<file path="src/rtl/video_timing_pkg.sv">
// Shared raster timing sets, pattern-mode encodings and pixel helpers for the video test source.
// No logic of its own; latency and backpressure are set by the modules that use it.
package video_timing_pkg;

    typedef struct packed {
        int h_active;
        int h_fporch;
        int h_sync;
        int h_bporch;
        int v_active;
        int v_fporch;
        int v_sync;
        int v_bporch;
    } timing_t;

    localparam timing_t TIMING_1080P60 = '{
        h_active: 1920, h_fporch: 88, h_sync: 44, h_bporch: 148,
        v_active: 1080, v_fporch: 4,  v_sync: 5,  v_bporch: 36
    };

    localparam timing_t TIMING_720P60 = '{
        h_active: 1280, h_fporch: 110, h_sync: 40, h_bporch: 220,
        v_active: 720,  v_fporch: 5,   v_sync: 5,  v_bporch: 20
    };

    typedef enum logic [1:0] {
        PAT_MOVING_LINE = 2'd0,
        PAT_COLOUR_BARS = 2'd1,
        PAT_CHECKER     = 2'd2,
        PAT_GREY_RAMP   = 2'd3
    } pattern_mode_e;

    typedef struct packed {
        logic [7:0] r;
        logic [7:0] g;
        logic [7:0] b;
    } rgb_t;

    localparam rgb_t RGB_WHITE = 24'hFF_FF_FF;
    localparam rgb_t RGB_RED   = 24'hFF_00_00;
    localparam rgb_t RGB_BLACK = 24'h00_00_00;

    // Left edge of bar k; only ever called with constants, so it folds away.
    function automatic int bar_bound(input int k, input int h_active);
        return (k * h_active) / 8;
    endfunction

    // Bar order white..black: bit 2 kills green, bit 1 kills red, bit 0 kills blue.
    function automatic rgb_t bar_colour(input logic [2:0] bar);
        rgb_t c;
        c.r = {8{~bar[1]}};
        c.g = {8{~bar[2]}};
        c.b = {8{~bar[0]}};
        return c;
    endfunction

endpackage

</file>
<file path="src/rtl/video_timing_counter.sv">
// Raster timing: free-running hpos/vpos counters with registered hsync, vsync and data enable.
// Latency 1 clk from counter state to hsync/vsync/de; no backpressure, advances every cycle.
module video_timing_counter #(
    parameter int   H_ACTIVE    = 1920,
    parameter int   H_FPORCH    = 88,
    parameter int   H_SYNC      = 44,
    parameter int   H_BPORCH    = 148,
    parameter int   V_ACTIVE    = 1080,
    parameter int   V_FPORCH    = 4,
    parameter int   V_SYNC      = 5,
    parameter int   V_BPORCH    = 36,
    parameter logic SYNC_ACTIVE = 1'b0,
    parameter int   HW          = 12,
    parameter int   VW          = 11
) (
    input  logic          clk,
    input  logic          rst,
    output logic [HW-1:0] hpos_o,
    output logic [VW-1:0] vpos_o,
    output logic          active_o,
    output logic          frame_first_o,
    output logic          frame_end_o,
    output logic          hsync_o,
    output logic          vsync_o,
    output logic          de_o
);
    localparam int H_TOTAL  = H_ACTIVE + H_FPORCH + H_SYNC + H_BPORCH;
    localparam int V_TOTAL  = V_ACTIVE + V_FPORCH + V_SYNC + V_BPORCH;
    localparam int HS_BEGIN = H_ACTIVE + H_FPORCH;
    localparam int HS_END   = HS_BEGIN + H_SYNC;
    localparam int VS_BEGIN = V_ACTIVE + V_FPORCH;
    localparam int VS_END   = VS_BEGIN + V_SYNC;

    logic [HW-1:0] hpos_q, hpos_d;
    logic [VW-1:0] vpos_q, vpos_d;
    logic          hsync_q, hsync_d;
    logic          vsync_q, vsync_d;
    logic          de_q, de_d;
    logic          line_end;

    always_comb begin
        line_end      = (int'(hpos_q) == H_TOTAL - 1);
        frame_end_o   = line_end && (int'(vpos_q) == V_TOTAL - 1);
        frame_first_o = (hpos_q == '0) && (vpos_q == '0);
        active_o      = (int'(hpos_q) < H_ACTIVE) && (int'(vpos_q) < V_ACTIVE);

        hpos_d = line_end ? '0 : hpos_q + HW'(1);
        vpos_d = vpos_q;
        if (line_end) begin
            vpos_d = frame_end_o ? '0 : vpos_q + VW'(1);
        end

        // vsync depends on vpos only, so it spans whole lines including blanking.
        hsync_d = (int'(hpos_q) >= HS_BEGIN && int'(hpos_q) < HS_END) ? SYNC_ACTIVE : ~SYNC_ACTIVE;
        vsync_d = (int'(vpos_q) >= VS_BEGIN && int'(vpos_q) < VS_END) ? SYNC_ACTIVE : ~SYNC_ACTIVE;
        de_d    = active_o;
    end

    always_ff @(posedge clk or posedge rst) begin
        if (rst) begin
            hpos_q  <= '0;
            vpos_q  <= '0;
            hsync_q <= ~SYNC_ACTIVE;
            vsync_q <= ~SYNC_ACTIVE;
            de_q    <= 1'b0;
        end else begin
            hpos_q  <= hpos_d;
            vpos_q  <= vpos_d;
            hsync_q <= hsync_d;
            vsync_q <= vsync_d;
            de_q    <= de_d;
        end
    end

    assign hpos_o  = hpos_q;
    assign vpos_o  = vpos_q;
    assign hsync_o = hsync_q;
    assign vsync_o = vsync_q;
    assign de_o    = de_q;

endmodule

</file>
<file path="src/rtl/video_pattern_generator.sv">
// Parametrised raster test source: sync, data enable and one of four RGB test patterns.
// Latency 1 clk from (hpos,vpos) to every output; no backpressure, one pixel per clock.
module video_pattern_generator
    import video_timing_pkg::*;
#(
    parameter int   H_ACTIVE    = TIMING_1080P60.h_active,
    parameter int   H_FPORCH    = TIMING_1080P60.h_fporch,
    parameter int   H_SYNC      = TIMING_1080P60.h_sync,
    parameter int   H_BPORCH    = TIMING_1080P60.h_bporch,
    parameter int   V_ACTIVE    = TIMING_1080P60.v_active,
    parameter int   V_FPORCH    = TIMING_1080P60.v_fporch,
    parameter int   V_SYNC      = TIMING_1080P60.v_sync,
    parameter int   V_BPORCH    = TIMING_1080P60.v_bporch,
    parameter logic SYNC_ACTIVE = 1'b0,
    parameter int   HW          = 12,
    parameter int   VW          = 11
) (
    input  logic       clk,
    input  logic       rst,
    input  logic [1:0] mode,
    output logic       hsync,
    output logic       vsync,
    output logic       de,
    output logic [7:0] red,
    output logic [7:0] green,
    output logic [7:0] blue,
    output logic       frame_start
);
    logic [HW-1:0] hpos;
    logic [VW-1:0] vpos;
    logic          active;
    logic          frame_first;
    logic          frame_end;

    video_timing_counter #(
        .H_ACTIVE    (H_ACTIVE),
        .H_FPORCH    (H_FPORCH),
        .H_SYNC      (H_SYNC),
        .H_BPORCH    (H_BPORCH),
        .V_ACTIVE    (V_ACTIVE),
        .V_FPORCH    (V_FPORCH),
        .V_SYNC      (V_SYNC),
        .V_BPORCH    (V_BPORCH),
        .SYNC_ACTIVE (SYNC_ACTIVE),
        .HW          (HW),
        .VW          (VW)
    ) u_timing (
        .clk           (clk),
        .rst           (rst),
        .hpos_o        (hpos),
        .vpos_o        (vpos),
        .active_o      (active),
        .frame_first_o (frame_first),
        .frame_end_o   (frame_end),
        .hsync_o       (hsync),
        .vsync_o       (vsync),
        .de_o          (de)
    );

    pattern_mode_e mode_q, mode_d;
    logic [HW-1:0] lpos_q, lpos_d;
    rgb_t          rgb_q, rgb_d;
    logic          frame_start_q, frame_start_d;
    logic [2:0]    bar;

    always_comb begin
        // Pixel (0,0) already uses the mode being latched, so a change lands exactly on frame_start.
        mode_d = frame_first ? pattern_mode_e'(mode) : mode_q;

        lpos_d = lpos_q;
        if (frame_end) begin
            lpos_d = (int'(lpos_q) == H_ACTIVE - 1) ? '0 : lpos_q + HW'(1);
        end

        bar = 3'd0;
        for (int k = 1; k < 8; k++) begin
            if (int'(hpos) >= bar_bound(k, H_ACTIVE)) begin
                bar = 3'(k);
            end
        end

        rgb_d = RGB_BLACK;
        if (active) begin
            unique case (mode_d)
                PAT_MOVING_LINE: rgb_d = (hpos == lpos_q) ? RGB_WHITE : RGB_RED;
                PAT_COLOUR_BARS: rgb_d = bar_colour(bar);
                PAT_CHECKER:     rgb_d = (1'(hpos >> 5) ^ 1'(vpos >> 5)) ? RGB_WHITE : RGB_BLACK;
                PAT_GREY_RAMP:   rgb_d = {3{8'(hpos)}};
            endcase
        end

        frame_start_d = frame_first;
    end

    always_ff @(posedge clk or posedge rst) begin
        if (rst) begin
            mode_q        <= PAT_MOVING_LINE;
            lpos_q        <= '0;
            rgb_q         <= RGB_BLACK;
            frame_start_q <= 1'b0;
        end else begin
            mode_q        <= mode_d;
            lpos_q        <= lpos_d;
            rgb_q         <= rgb_d;
            frame_start_q <= frame_start_d;
        end
    end

    assign red         = rgb_q.r;
    assign green       = rgb_q.g;
    assign blue        = rgb_q.b;
    assign frame_start = frame_start_q;

endmodule

</file>
<file path="config.mk">
export PLATFORM = sky130hd
export DESIGN_NAME = video_pattern_generator
export DESIGN_NICKNAME = d
export VERILOG_FILES = /design/src/rtl/video_timing_pkg.sv /design/src/rtl/video_timing_counter.sv /design/src/rtl/video_pattern_generator.sv
export SDC_FILE = /design/constraint.sdc
export NUM_CORES = 1
export LEC_CHECK = 0
export CORE_ASPECT_RATIO = 0.5
export CORE_UTILIZATION = 45
export DETAILED_ROUTE_END_ITERATION = 8
export PLACE_DENSITY = 0.65
export REMOVE_ABC_BUFFERS = 1
export SLEW_MARGIN = 20
export SYNTH_ARGS = -nofsm -noshare
export SYNTH_HDL_FRONTEND = slang
export SYNTH_SLANG_ARGS = --single-unit
</file>
<file path="constraint.sdc">
create_clock -name clk -period 4.1 [get_ports clk]
set_input_delay 0.615 -clock clk [delete_from_list [all_inputs] [get_ports clk]]
set_output_delay 0.615 -clock clk [all_outputs]
set_load 0.1 [all_outputs]
</file>
* Word-level counts from Yosys, hierarchy flattened
Cells that the tools add are included.
Widths: inputs -> output; s select.
** Storage, ports and cells
- Register bits after elaboration :: 65
- Word-level logic and storage cells :: 63
- Output and inout bits :: 28
** Operators by class
- Equality and inequality tests :: 7
- Add/subtract/negate cells :: 3
- Muxes and demuxes :: 17
- Reductions and logical operators :: 8
- Bitwise gates (word level) :: 4
- $lt $le $gt $ge :: 13
** Operators with widths (count)
- $pmux 24 s4 :: 1
- $ge 12x11->1 const B :: 4
- $mux 24 :: 2
- $add 12x1->12 const B :: 2
- $eq 12x12->1 const B :: 2
- $ge 12x10->1 const B :: 2
- $mux 12 :: 2
- $lt 11x11->1 const B :: 2
- $mux 16 :: 1
- $mux 3 :: 5
- $eq 12x12->1 :: 1
- $ge 12x8->1 const B :: 1
- $ge 12x9->1 const B :: 1
- $logic_not 12->1 :: 1
- $lt 12x11->1 const B :: 1
- $lt 12x12->1 const B :: 1
- $add 11x1->11 const B :: 1
- $eq 11x11->1 const B :: 1
- $ge 11x11->1 const B :: 1
- $logic_not 11->1 :: 1
- $mux 11 :: 1
- $logic_and 1x1->1 :: 5
- $eq 2x2->1 const B :: 2
- $mux 2 :: 2
- 5 further kinds :: 9

* Longest topological paths before layout
- Depth after elaboration :: 11
- Gate-level depth with buffers :: 9
- Gate-level depth less buffers :: 7

* Modules after synthesis
From an unflattened synthesis, not the netlist that was laid out.
** Unflattened totals
- Cells, all modules :: 350
- Area, all modules :: 3493.4 sq um
** Modules (own cells, without submodules)
- video_pattern_generator :: cells an instance 204, area an instance 2098.3 sq um, times used 1, seq. area each 975.9 sq um
- video_timing_counter :: cells an instance 146, area an instance 1395.1 sq um, times used 1, seq. area each 653.1 sq um

* Least setup slack after synthesis
Ideal clock, no wire load.
- Path kind :: register to register
- Start point :: register u_timing.hpos_q[9], in the netlist u_timing.hpos_o[9]
- End point :: register rgb_q (netlist bit blue[0])
- Cell stages (with the launch flop) :: 8
- Data arrival time :: 2.476 ns
- Clock period less this slack :: 2.607 ns
- Setup slack :: 1.493 ns
- Path buffers :: 1
- Setup time :: 0.131 ns
- Path through :: dfrtp_1 -> buf_6 -> or4_4 -> or4_4 -> or4_4 -> a32o_1 -> a31oi_4 -> a21oi_1
** RTL lines
- from (decl) :: line video_timing_counter.sv:34 : logic [HW-1:0] hpos_q, hpos_d;
- from (signal assigned) :: line video_timing_counter.sv:67 : hpos_q <= hpos_d;
- to (signal assigned) :: line video_pattern_generator.sv:104 : rgb_q <= rgb_d;
- to (decl) :: line video_pattern_generator.sv:62 : rgb_t rgb_q, rgb_d;

==> results.toml <==
[critical_path]
crit_path_start_kind = "register"
cpPeakStageDelay_ps = 610
crit_top_cell = "or4_4"
critPathKind = "register to register"
arrival_ps = 3210
cp.depth = 6
crit_family = "simple AND/OR/NAND/NOR gates"
critPathBufInv = 0
slowest_stage = "or4_4"
critical_path_required_ps = 4370
crit_path_cell_trace = "or4_4 > or4_4 > nor3_4 > mux2i_2 > and2_1 > a21o_1"
reg2reg_depth = 6
cp-end-kind = "register"
critPathMaxFanout = 12

[global_routing]
grt_overflow = 0
grt_pass1_vias = 2496
antenna_found_initial = 0
grt_start_max_net_pins = 37
grt_pass1_wl_um = 12480
grtUsageTotal_pct = 22.05

[final_layout]
regArea_mm2 = 0.001629
layout_common_cells = "dfrtp_1, nand2_1, clkdlybuf4s50_1"
area_delta_synth_final_pct = 19.62
finish.instance_area_mm2 = 0.003921
fillerInstances = 574
final_common_cell = "dfrtp_1"
fin_nets = 368
antennaDiodeCount = 0
final_util_pct = 57.18
multi_input_area_mm2 = 0.001520
drive_gt1_share_pct = 8.242

[die]
ioPinCount = 32
die_x_um = 122.7
start_util_pct = 47.80
core_area_mm2 = 0.006858
dieHeight_um = 62.35
rows = 21
die_area_mm2 = 0.007651

[detailed_routing]
drcViolationCount = 0
wl_um = 7227
drtIter0Drc = 128
wl_per_cell_um = 15.85
ant_nets = 0
num_vias = 2463
viasPerCell = 5.401
firstDrtPassIters = 4

[job]
cap_violations = 0

[clock_network]
clk_pin_slew_ps = 50
cts_inserted_buffers = 9
clockBufferDepth = 2
cts_sinks = 65
clock_latency_ps = 330
ctsHoldBuffers = 0
h-tree-depth = 3
cts-root-buf = "clkbuf_16"
cts_resized = 0
post_cts.repair.setup_buffers = 0
cts_tree = "done"

[synth]
ys_warn_count = 0
syn_inst = 336
yosysSeqAreaShare_pct = 49.69
synth_cell_types = 51
async_flop_share_pct = 100.0
syn_avg_cell_area_um2 = 9.756
synth_flop_cell = "dfrtp_1"
synth_area_mm2 = 0.003278
ys_seq_elements = 65
synth_edf_count = 0

[timing]
tns_ps = 0
max-slew-margin-rel_pct = 34.88
fin_crit_sh_pct = 71.62
min_period_ps = 2936
final-hold-violation-count = 0
max_freq_mhz = 340.6
setup_violations = 0
fin_ws_ps = 1164
maxSlewViolCount = 0
tightest_slew_ps = 973.8
fin_worst_skew_ps = 7.727
rsz0062_at_grt = "no"

[status]
outcome = "finished clean"

[placement]
dp_hpwl_um = 4983
post-place-ws_ps = 1193
gp_congestion = 0.8284
numPortBuffers = 31
postPlaceCellArea_mm2 = 0.003618

[pwr]
ir_drop_mv = 0.2146
power_density_mw_per_mm2 = 416.5
p_leak_nw = 1.667

[hold_path]
hold_depth = 1
hold_class = "register to register"
## routing by layer
metal  GRT usage (%)  up-vias  part of all wire [%]
met5               0        -                     0
li1                -     1219                     -
met1           29.84     1168                    48
met3           6.893       10                   5.3
met4           7.774        0                   1.2
met2           33.29       66                    46
## path summary, 6_finish.rpt
kind / startpoint / endpoint / slack, ps
min in group asynchronous: rst / green[7] / 740
worst min-delay path: u_timing.vpos_o[4] / u_timing.vpos_o[4] / 520
worst max-delay path: u_timing.hpos_o[8] / red[6] / 1160
worst min register to register: u_timing.vpos_o[4] / u_timing.vpos_o[4] / 520
worst max register to register: u_timing.hpos_o[8] / red[6] / 1160
max in group asynchronous: rst / blue[6] / 2500
## kinds of logic (layout without fill, tap and decap cells)
| logic type | count (synthesis) | after routing | synth area share, % |
|---|---|---|---|
| multiplexers | 2 | 2 | 0.7251 |
| buffers and inverters | 30 | 58 | 4.122 |
| AND/OR/NAND/NOR | 134 | 134 | 20.61 |
| AO/OA/AOI/OAI | 62 | 62 | 12.75 |
| XOR/XNOR | 37 | 37 | 9.885 |
| adder cells (fa/ha/maj) | 6 | 6 | 2.214 |
| flip-flops | 65 | 65 | 49.69 |
## synth_stat cells, types with 2 or more instances
master    number  area [um^2]
ha_1           5        62.56
nor3_1         6        30.03
inv_1          9        33.78
and4_1         2        17.52
buf_2          3        15.01
nor4_1         3        18.77
o21ai_0        9        45.04
dfstp_2        2        52.55
a21oi_1       21        105.1
buf_1          2        7.510
nand2b_1       2        12.51
xnor2_1       25        219.0
o211ai_1       2        15.01
a31oi_1        2        12.51
and2_1         2        12.51
xor2_1        12        105.1
a21o_1         9        67.56
o31ai_1        5        37.54
nor2_1        30        112.6
or4_4          3        33.78
nand4_1       13        81.33
clkbuf_1      13        48.80
dfrtp_1       63         1577
nand3_1       11        55.05
nand2_1       43        161.4
and3_1        10        62.56
buf_6          2        22.52
a41oi_1        3        26.28
nor2b_1        2        12.51
## layout make-up
type | count | share of cell area [%]
inverters | 9 | 0.8615
flip-flops and latches | 65 | 41.54
repair buffers | 33 | 8.296
well taps | 92 | 2.936
clock buffers | 11 | 6.190
multi-input cells | 241 | 38.77
clock inverters | 5 | 1.404
## state kept, by name (all words and copies together), names as in the netlist, 2 cells and up
signal,count
mode_q,2
blue,8
red,8
green,8
lpos_q,12
u_timing.hpos_o,12
u_timing.vpos_o,11
## power by group
group,leakage [nW],internal [W],switching [W]
clock,0.142,0.000484,0.000266
sequential,0.816,0.000661,0.00000615
combinational,0.709,0.0000436,0.000173
total,1.67,0.00119,0.000444
## stage by stage
| stage | hold slack [ps] | power [W] | std cells |
|---|---|---|---|
| floorplan | 476.9 | 0.0008441 | 315 |
| global placement | 505.8 | 0.0008940 | 440 |
| detailed placement | 503.3 | 0.0008961 | 440 |
| CTS | 512.9 | 0.001652 | 456 |
| global route | 550.5 | 0.001699 | 456 |
| finish | 515.6 | 0.001633 | 456 |
Power figures use the tool's default switching activity.
